==> src/rtl/uart_hex_rx.sv <==
// -----------------------------------------------------------------------------
// uart_hex_rx
//   Serial front end for the parameter/image loader. Receives UART characters
//   on the board RX pin, decodes ASCII hex digits into 4-bit nibbles and emits
//   each one with a single-cycle done tick. Whitespace (space, TAB, LF, CR) is
//   skipped silently. Badly framed characters and non-hex characters are
//   flagged and dropped.
//
//   Optional feature: define UART_HEX_RX_PARITY_EN for 8E1 framing (a PARITY
//   state between DATA and STOP). Without it the frame is plain 8N1.
//
// Parameters
//   C_CLKFREQ       system clock frequency in Hz
//   C_BAUDRATE      line rate in baud; bit period = C_CLKFREQ / C_BAUDRATE
//
// Ports
//   clk             system clock, rising edge
//   rst             synchronous active-high reset
//   rx_i            asynchronous serial line, idles high
//   dout_o          last decoded nibble, held until the next valid one
//   rx_done_tick_o  one-cycle pulse, dout_o valid in the same cycle
//   frame_err_o     one-cycle pulse on a framing (or parity) error
//   char_err_o      one-cycle pulse on a well-framed non-hex, non-space char
// -----------------------------------------------------------------------------
module uart_hex_rx #(
   parameter int C_CLKFREQ  = 100_000_000,
   parameter int C_BAUDRATE = 115_200
) (
   input  logic       clk,
   input  logic       rst,
   input  logic       rx_i,
   output logic [3:0] dout_o,
   output logic       rx_done_tick_o,
   output logic       frame_err_o,
   output logic       char_err_o
);

   localparam int BIT_T  = C_CLKFREQ / C_BAUDRATE;
   localparam int HALF_T = BIT_T / 2;
   localparam int TW     = $clog2(BIT_T) + 1;

   localparam logic [TW-1:0] BIT_LAST  = TW'(BIT_T - 1);
   localparam logic [TW-1:0] HALF_LAST = TW'(HALF_T - 1);
   localparam logic [TW-1:0] TIMER_ONE = TW'(1);

   typedef enum logic [2:0] {
      S_IDLE,
      S_START,
      S_DATA,
`ifdef UART_HEX_RX_PARITY_EN
      S_PARITY,
`endif
      S_STOP,
      S_DECODE,
      S_BREAK
   } state_t;

   state_t        state_q, state_d;
   logic [TW-1:0] timer_q, timer_d;
   logic [2:0]    bit_idx_q, bit_idx_d;
   logic [7:0]    shreg_q, shreg_d;
   logic [3:0]    dout_q, dout_d;
   logic          done_q, done_d;
   logic          ferr_q, ferr_d;
   logic          cerr_q, cerr_d;
   logic          rx_meta_q, rx_meta_d;
   logic          rx_s_q, rx_s_d;
`ifdef UART_HEX_RX_PARITY_EN
   logic          par_err_q, par_err_d;
`endif

   logic bit_end;
   logic is_dec, is_hex_alpha, is_space;

   assign bit_end = (timer_q == BIT_LAST);

   // Character classes of the byte sitting in the shift register.
   assign is_dec       = (shreg_q >= 8'h30) && (shreg_q <= 8'h39);
   assign is_hex_alpha = ((shreg_q >= 8'h41) && (shreg_q <= 8'h46)) ||
                         ((shreg_q >= 8'h61) && (shreg_q <= 8'h66));
   assign is_space     = (shreg_q == 8'h20) || (shreg_q == 8'h09) ||
                         (shreg_q == 8'h0A) || (shreg_q == 8'h0D);

   // NOTE: every signal driven here gets a default first, so no path can
   // leave one unassigned and infer a latch.
   always_comb begin
      state_d   = state_q;
      timer_d   = timer_q;
      bit_idx_d = bit_idx_q;
      shreg_d   = shreg_q;
      dout_d    = dout_q;
      done_d    = 1'b0;
      ferr_d    = 1'b0;
      cerr_d    = 1'b0;
      rx_meta_d = rx_i;
      rx_s_d    = rx_meta_q;
`ifdef UART_HEX_RX_PARITY_EN
      par_err_d = par_err_q;
`endif

      case (state_q)
         S_IDLE: begin
            timer_d   = '0;
            bit_idx_d = 3'd0;
            if (!rx_s_q) state_d = S_START;
         end

         // Re-check the line at mid start bit; a short low glitch returns to
         // IDLE without producing any output.
         S_START: begin
            if (timer_q == HALF_LAST) begin
               timer_d = '0;
               if (!rx_s_q) begin
                  state_d   = S_DATA;
                  bit_idx_d = 3'd0;
               end else begin
                  state_d = S_IDLE;
               end
            end else begin
               timer_d = timer_q + TIMER_ONE;
            end
         end

         // Sampling at BIT_T-1 after the mid-start point lands mid-bit.
         S_DATA: begin
            if (bit_end) begin
               timer_d   = '0;
               shreg_d   = {rx_s_q, shreg_q[7:1]};
               bit_idx_d = bit_idx_q + 3'd1;
               if (bit_idx_q == 3'd7) begin
`ifdef UART_HEX_RX_PARITY_EN
                  state_d = S_PARITY;
`else
                  state_d = S_STOP;
`endif
               end
            end else begin
               timer_d = timer_q + TIMER_ONE;
            end
         end

`ifdef UART_HEX_RX_PARITY_EN
         // Even parity: the XOR over data plus parity bit must be zero.
         S_PARITY: begin
            if (bit_end) begin
               timer_d   = '0;
               par_err_d = ^{shreg_q, rx_s_q};
               state_d   = S_STOP;
            end else begin
               timer_d = timer_q + TIMER_ONE;
            end
         end
`endif

         S_STOP: begin
            if (bit_end) begin
               timer_d = '0;
               if (!rx_s_q) begin
                  ferr_d  = 1'b1;
                  state_d = S_BREAK;
`ifdef UART_HEX_RX_PARITY_EN
               end else if (par_err_q) begin
                  ferr_d  = 1'b1;
                  state_d = S_IDLE;
`endif
               end else begin
                  state_d = S_DECODE;
               end
            end else begin
               timer_d = timer_q + TIMER_ONE;
            end
         end

         // Letters a-f / A-F have low nibble 1..6, so +9 maps them to 10..15.
         S_DECODE: begin
            state_d = S_IDLE;
            if (is_dec) begin
               dout_d = shreg_q[3:0];
               done_d = 1'b1;
            end else if (is_hex_alpha) begin
               dout_d = shreg_q[3:0] + 4'd9;
               done_d = 1'b1;
            end else if (!is_space) begin
               cerr_d = 1'b1;
            end
         end

         // A line held low after a bad stop bit is one error, not a stream
         // of zero bytes; wait for the line to return high.
         S_BREAK: begin
            timer_d = '0;
            if (rx_s_q) state_d = S_IDLE;
         end

         default: state_d = S_IDLE;
      endcase
   end

   // NOTE: sequential state uses non-blocking assignments only, so every flop
   // samples the pre-edge value of its _d input regardless of statement order.
   always_ff @(posedge clk) begin
      if (rst) begin
         state_q   <= S_IDLE;
         timer_q   <= '0;
         bit_idx_q <= 3'd0;
         shreg_q   <= 8'h00;
         dout_q    <= 4'h0;
         done_q    <= 1'b0;
         ferr_q    <= 1'b0;
         cerr_q    <= 1'b0;
         // Synchroniser resets to the idle level so reset release never looks
         // like a start bit.
         rx_meta_q <= 1'b1;
         rx_s_q    <= 1'b1;
`ifdef UART_HEX_RX_PARITY_EN
         par_err_q <= 1'b0;
`endif
      end else begin
         state_q   <= state_d;
         timer_q   <= timer_d;
         bit_idx_q <= bit_idx_d;
         shreg_q   <= shreg_d;
         dout_q    <= dout_d;
         done_q    <= done_d;
         ferr_q    <= ferr_d;
         cerr_q    <= cerr_d;
         rx_meta_q <= rx_meta_d;
         rx_s_q    <= rx_s_d;
`ifdef UART_HEX_RX_PARITY_EN
         par_err_q <= par_err_d;
`endif
      end
   end

   assign dout_o         = dout_q;
   assign rx_done_tick_o = done_q;
   assign frame_err_o    = ferr_q;
   assign char_err_o     = cerr_q;

endmodule

==> config.mk <==
export PLATFORM = sky130hd
export DESIGN_NAME = uart_hex_rx
export DESIGN_NICKNAME = d
export VERILOG_FILES = /design/src/rtl/uart_hex_rx.sv
export SDC_FILE = /design/constraint.sdc
export NUM_CORES = 1
export LEC_CHECK = 0
export CAP_MARGIN = 20
export CORE_MARGIN = 2
export CORE_UTILIZATION = 35
export DETAILED_ROUTE_END_ITERATION = 8
export GPL_ROUTABILITY_DRIVEN = 0
export SYNTH_ARGS = -nofsm -noshare
export SYNTH_HDL_FRONTEND = slang
export SYNTH_SLANG_ARGS = --single-unit
export TNS_END_PERCENT = 10
==> constraint.sdc <==
create_clock -name clk -period 2.6 [get_ports clk]
set_input_delay 0.52 -clock clk [delete_from_list [all_inputs] [get_ports clk]]
set_output_delay 0.52 -clock clk [all_outputs]
set_load 0.005 [all_outputs]
**Yosys cells after proc, flatten, opt, wreduce, memory -nomap -nowiden**

Cells that the tools add are included.

- Bits in registers: 34
- Logic and storage cells: 83
- Bits of input ports: 3
- Output and inout bits: 7

- Mux-type cells: 22
- Order comparisons: 6
- Bitwise gates (word level): 3
- Equal/unequal tests: 19
- Add/subtract/negate cells: 3
- Reduce and logical (&&, ||, !) cells: 20

Operators by type and width:

| kind | number |
|---|---|
| one-hot mux 11 bit (3 select lines) | 1 |
| two-way mux 3 bit | 9 |
| equality test 8 x 4 -> 1 bit (second input constant) | 3 |
| two-way mux 11 bit | 2 |
| >= comparator 8 x 7 -> 1 bit (second input constant) | 2 |
| <= comparator 8 x 7 -> 1 bit (second input constant) | 2 |
| one-hot mux 3 bit (5 select lines) | 1 |
| != test 2 bit (second input constant) | 7 |
| adder 11 x 1 -> 11 bit (second input constant) | 1 |
| equality test 11 x 10 -> 1 bit (second input constant) | 1 |
| equality test 11 x 9 -> 1 bit (second input constant) | 1 |
| equality test 3 bit (second input constant) | 3 |
| one-hot mux 3 bit (3 select lines) | 1 |
| equality test 8 x 6 -> 1 bit (second input constant) | 1 |
| >= comparator 8 x 6 -> 1 bit (second input constant) | 1 |
| <= comparator 8 x 6 -> 1 bit (second input constant) | 1 |
| two-way mux 4 bit | 2 |
| equality test 3 x 2 -> 1 bit (second input constant) | 2 |
| AND reduction 6 bit | 1 |
| nonzero test 3 bit | 2 |
| OR reduction 2 bit | 3 |
| two-way mux 1 bit | 5 |
| adder 4 bit (second input constant) | 1 |
| logical OR 1 bit | 4 |
| 11 further kinds | 16 |

**Logic depth before layout (Yosys ltp)**

- Word-level depth: 5
- Depth in mapped cells: 8
- Mapped depth without buffers: 7

**Worst setup path before layout**

OpenSTA, ideal clock, no wires.

- Kind: flip-flop to flip-flop
- Start: reg shreg_q[0]
- End: reg dout_q[2] (netlist: dout_o[2])
- Buffers on the path: 0
- Period minus slack after synthesis: 1.651 ns
- Required time: 2.505 ns
- Stages on the path, launching flop included: 8
- Setup time: 0.095 ns
- Arrival time: 1.556 ns
- Path slack: 0.949 ns
- Cells stage by stage: dfxtp_1 -> inv_1 -> ha_1 -> o21bai_1 -> a21oi_1 -> o21bai_2 -> nor2_1 -> a221oi_1

- Word-level cells in the longest chain between the ends: 5
- Elaborated cells on any way between the ends: 15
- Those cells by class: add/sub: 1; order compare: 6; mux: 2; reduce/logical: 6

RTL lines:

| element | RTL line | source |
|---|---|---|
| from (decl) | 61 | `logic [7:0] shreg_q, shreg_d;` |
| from (signal assigned) | 222 | `shreg_q <= shreg_d;` |
| >= comparator 8 x 7 -> 1 bit (tied with other cells) | 79 | `assign is_hex_alpha = ((shreg_q >= 8'h41) && (shreg_q <= 8'h46)) \|\|` |
| logical AND 1 bit (on tied branches) | 79, 80 |  |
| logical OR 1 bit | 79 |  |
| nonzero test 2 bit (no source line) | -- |  |
| AND reduction 2 bit (no source line) | -- |  |
| to (signal assigned) | 223 | `dout_q <= dout_d;` |
| to (decl) | 62 | `logic [3:0] dout_q, dout_d;` |

Parallel ways exist; a longest one is shown, timed or not. The select of a mux whose other input is x is not followed.
A chain may end at the register's enable or synchronous reset.

**Worst setup path after layout**

Ends and elaborated chain as after synthesis.

==> flow_metrics.env <==
export IMPL_final_common_cell="dfxtp_1"
export IMPL_layout_drive_gt1_share_pct=11.5
export IMPL_cts_tree="done"
export IMPL_syn_area_per_cell_um2=8.82
export IMPL_cp_required_ns=2.79
export IMPL_cts_setup_buffers=0
export IMPL_grt_use_total_pct=13.4
export IMPL_critPathArrivalTime_ns=2.06
export IMPL_period_needed_ns=1.88
export IMPL_initial_core_util_pct=36.4
export IMPL_synth_seq_area_share_pct=39.4
export IMPL_finalNetCount=219
export IMPL_vias=1328
export IMPL_utilization_pct=42.8
export IMPL_cts_sinks=34
export IMPL_worst_slew_pin_slew_ns=0.526
export IMPL_status="completed"
export IMPL_chipHeight_um=74.3
export IMPL_dp_hpwl_mm=2.32
export IMPL_timing_setup_tns_ns=0
export IMPL_max_cap_violations=0
export IMPL_grt_pass1_wl_mm=5.67
export IMPL_drtAntennaViolNets=0
export IMPL_rsz0062_at_grt="no"
export IMPL_fp_dieW_um=74.3
export IMPL_synth_flop_cell="dfxtp_1"
export IMPL_grt_max_degree=23
export IMPL_num_fill_cells=497
export IMPL_ios=10
export IMPL_drtPass1Iterations=4
export IMPL_clk_latency_ns=0.28
export IMPL_synth_seq_cells=34
export IMPL_fin_crit_sh_pct=72.1
export IMPL_power_density_nw_per_um2=565
export IMPL_timing_hold_ws_ns=0.415
export IMPL_power_leakage_nw=0.774
export IMPL_fp_dieArea_um2=5520
export IMPL_final_cell_mix="dfxtp_1, nor2_1, nand2_1"
export IMPL_critPathLaunchType="flip-flop"
export IMPL_synth_distinct_cells=45
export IMPL_timing_final_ws_setup_ns=0.724
export IMPL_setup_viol=0
export IMPL_end_kind="flip-flop"
export IMPL_cts_made_buffers=5
export IMPL_p_total_mw=1.15
export IMPL_wl_per_cell_um=12.0
export IMPL_sw_frac_of_total_pct=19.6
export IMPL_num_antenna_cells=0
export IMPL_async_reset_ff_share_pct=0
export IMPL_p_seq_share_pct=45.9
export IMPL_drc=0
export IMPL_core_area_um2=4750
export IMPL_switchingPower_mw=0.226
export IMPL_dp_slack_ns=0.718
export IMPL_antenna_found_initial=0
export IMPL_htree_levels=2
export IMPL_path_class="flip-flop to flip-flop"
export IMPL_cts_buffer_depth=2
export IMPL_syn_inst=196
export IMPL_relSlewSlack_pct=65.0
export IMPL_first_global_vias=1163
export IMPL_wirelength_mm=3.30
export IMPL_rows=25
export IMPL_max_freq_ghz=0.533
export IMPL_power_frac_clock_pct=51.1
export IMPL_ir_drop_uv=291
export IMPL_min_delay_path_class="flip-flop to flip-flop"
export IMPL_p_int_mw=0.923
export IMPL_clk_pin_slew_ns=0.07
export IMPL_ctsHoldBuffers=0
export IMPL_cts_root_buf="clkbuf_8"
export IMPL_drt_iter0_markers=69
export IMPL_grt_ovfl_total=0
export IMPL_area_delta_synth_final_pct=17.6
export IMPL_vias_per_cell=4.81
export IMPL_netlist_area_um2=1730
export IMPL_worstPathMaxFanout=7
export IMPL_synth_warnings=0
export IMPL_syn_nets=207
export IMPL_cts_resized=0
export IMPL_report_final_slew_viol_count=0
export IMPL_synth_edff_count=0
export IMPL_hold_viol=0
export IMPL_pwr_share_comb_pct=3.0
export IMPL_port_buffers=9
export IMPL_worst_clock_skew_ns=0.00565
==> synth_stat cells, drive strengths merged (2+ instances only) <==
cell type,instances,share of area (%)
xnor2,5,2.5
nand4bb,2,1.3
nand2b,3,1.1
dfxtp,34,39
ha,8,5.8
buf,3,0.87
nor3,5,1.4
nand3,7,2.0
a21oi,10,2.9
nor3b,2,0.87
or2,5,1.8
a21boi,2,0.87
nand2,13,2.8
nor2b,2,0.72
clkbuf,4,0.87
a221oi,2,1.0
nand4,3,1.1
nor4b,2,1.9
a211oi,2,0.87
and3,4,1.4
o21bai,2,1.1
o21ai,5,1.4
mux2i,8,4.6
inv,12,2.6
xor2,6,3.0
nor2,30,6.5
==> power by group through the flow <==
stage               registers [mW]  clock network, mW  logic (mW)
CTS                          0.527              0.604      0.0354
finish                       0.527              0.587      0.0349
global route                 0.528              0.633      0.0380
global placement             0.540                  0      0.0351
detailed placement           0.539                  0      0.0352
floorplan                    0.538                  0      0.0244
==> layer usage <==
| metal | wire (µm) | vias to the layer above | GRT usage [%] | share of wire (%) |
|---|---|---|---|---|
| met5 | 0 | - | 0 | 0 |
| met4 | 38 | 0 | 4.17 | 1.2 |
| met3 | 88 | 4 | 4.07 | 2.7 |
| met2 | 1350 | 14 | 18.6 | 41 |
| met1 | 1820 | 603 | 19.9 | 55 |
| li1 | - | 707 | - | - |
==> state kept, by name, summed over array words and instances, names as in the netlist <==
register,cells
timer_q,11
shreg_q,8
dout_o,4
bit_idx_q,3
state_q,3
char_err_o,1
frame_err_o,1
rx_done_tick_o,1
rx_meta_q,1
rx_s_q,1
==> final timing paths <==
check,startpoint,to,slack (ns),cells past startpoint
hold reg to reg,rx_meta_q$_SDFF_PP1_,rx_s_q$_SDFF_PP1_,0.42,1
setup / recovery,shreg_q[0]$_SDFFE_PP0P_,dout_o[2]$_SDFFE_PP0P_,0.72,7
setup reg to reg,shreg_q[0]$_SDFFE_PP0P_,dout_o[2]$_SDFFE_PP0P_,0.72,7
hold / removal,rx_meta_q$_SDFF_PP1_,rx_s_q$_SDFF_PP1_,0.42,1
==> worst max-delay path, stage by stage, from the launching register on <==
cell and delay, ns:
dfxtp_1 0.45, inv_1 0.10, ha_1 0.22, o21bai_1 0.13, a21oi_1 0.18, o21bai_2 0.35, nor2_1 0.09, a221oi_1 0.26
==> per-stage QoR <==
stage / area (µm²) / cells
after global routing: 2030 / 276
after detailed placement: 1900 / 268
after global placement: 1900 / 268
after CTS: 2030 / 276
after floorplan: 1730 / 196
final: 2030 / 276
==> final cells by class <==
| type | instances | area, µm² | share of cell area (%) |
|---|---|---|---|
| Sequential cell | 34 | 681 | 33.5 |
| Inverter | 12 | 45.0 | 2.22 |
| Clock inverter | 3 | 68.8 | 3.38 |
| Clock buffer | 5 | 68.8 | 3.38 |
| Timing Repair Buffer | 12 | 113 | 5.54 |
| Tap cell | 67 | 83.8 | 4.12 |
| Multi-Input combinational cell | 143 | 973 | 47.9 |
==> cells by family after synthesis <==
family / Yosys count / share of synthesized area (%)
AOI/OAI and AO/OA: 31 / 13.4
xor gates and xnor gates: 11 / 5.57
adders and majority gates: 8 / 5.79
buffers and inverters: 19 / 4.34
DFF: 34 / 39.4
muxes: 8 / 4.63
and+or+nand+nor: 85 / 26.9
Power figures use the tool's default switching activity.
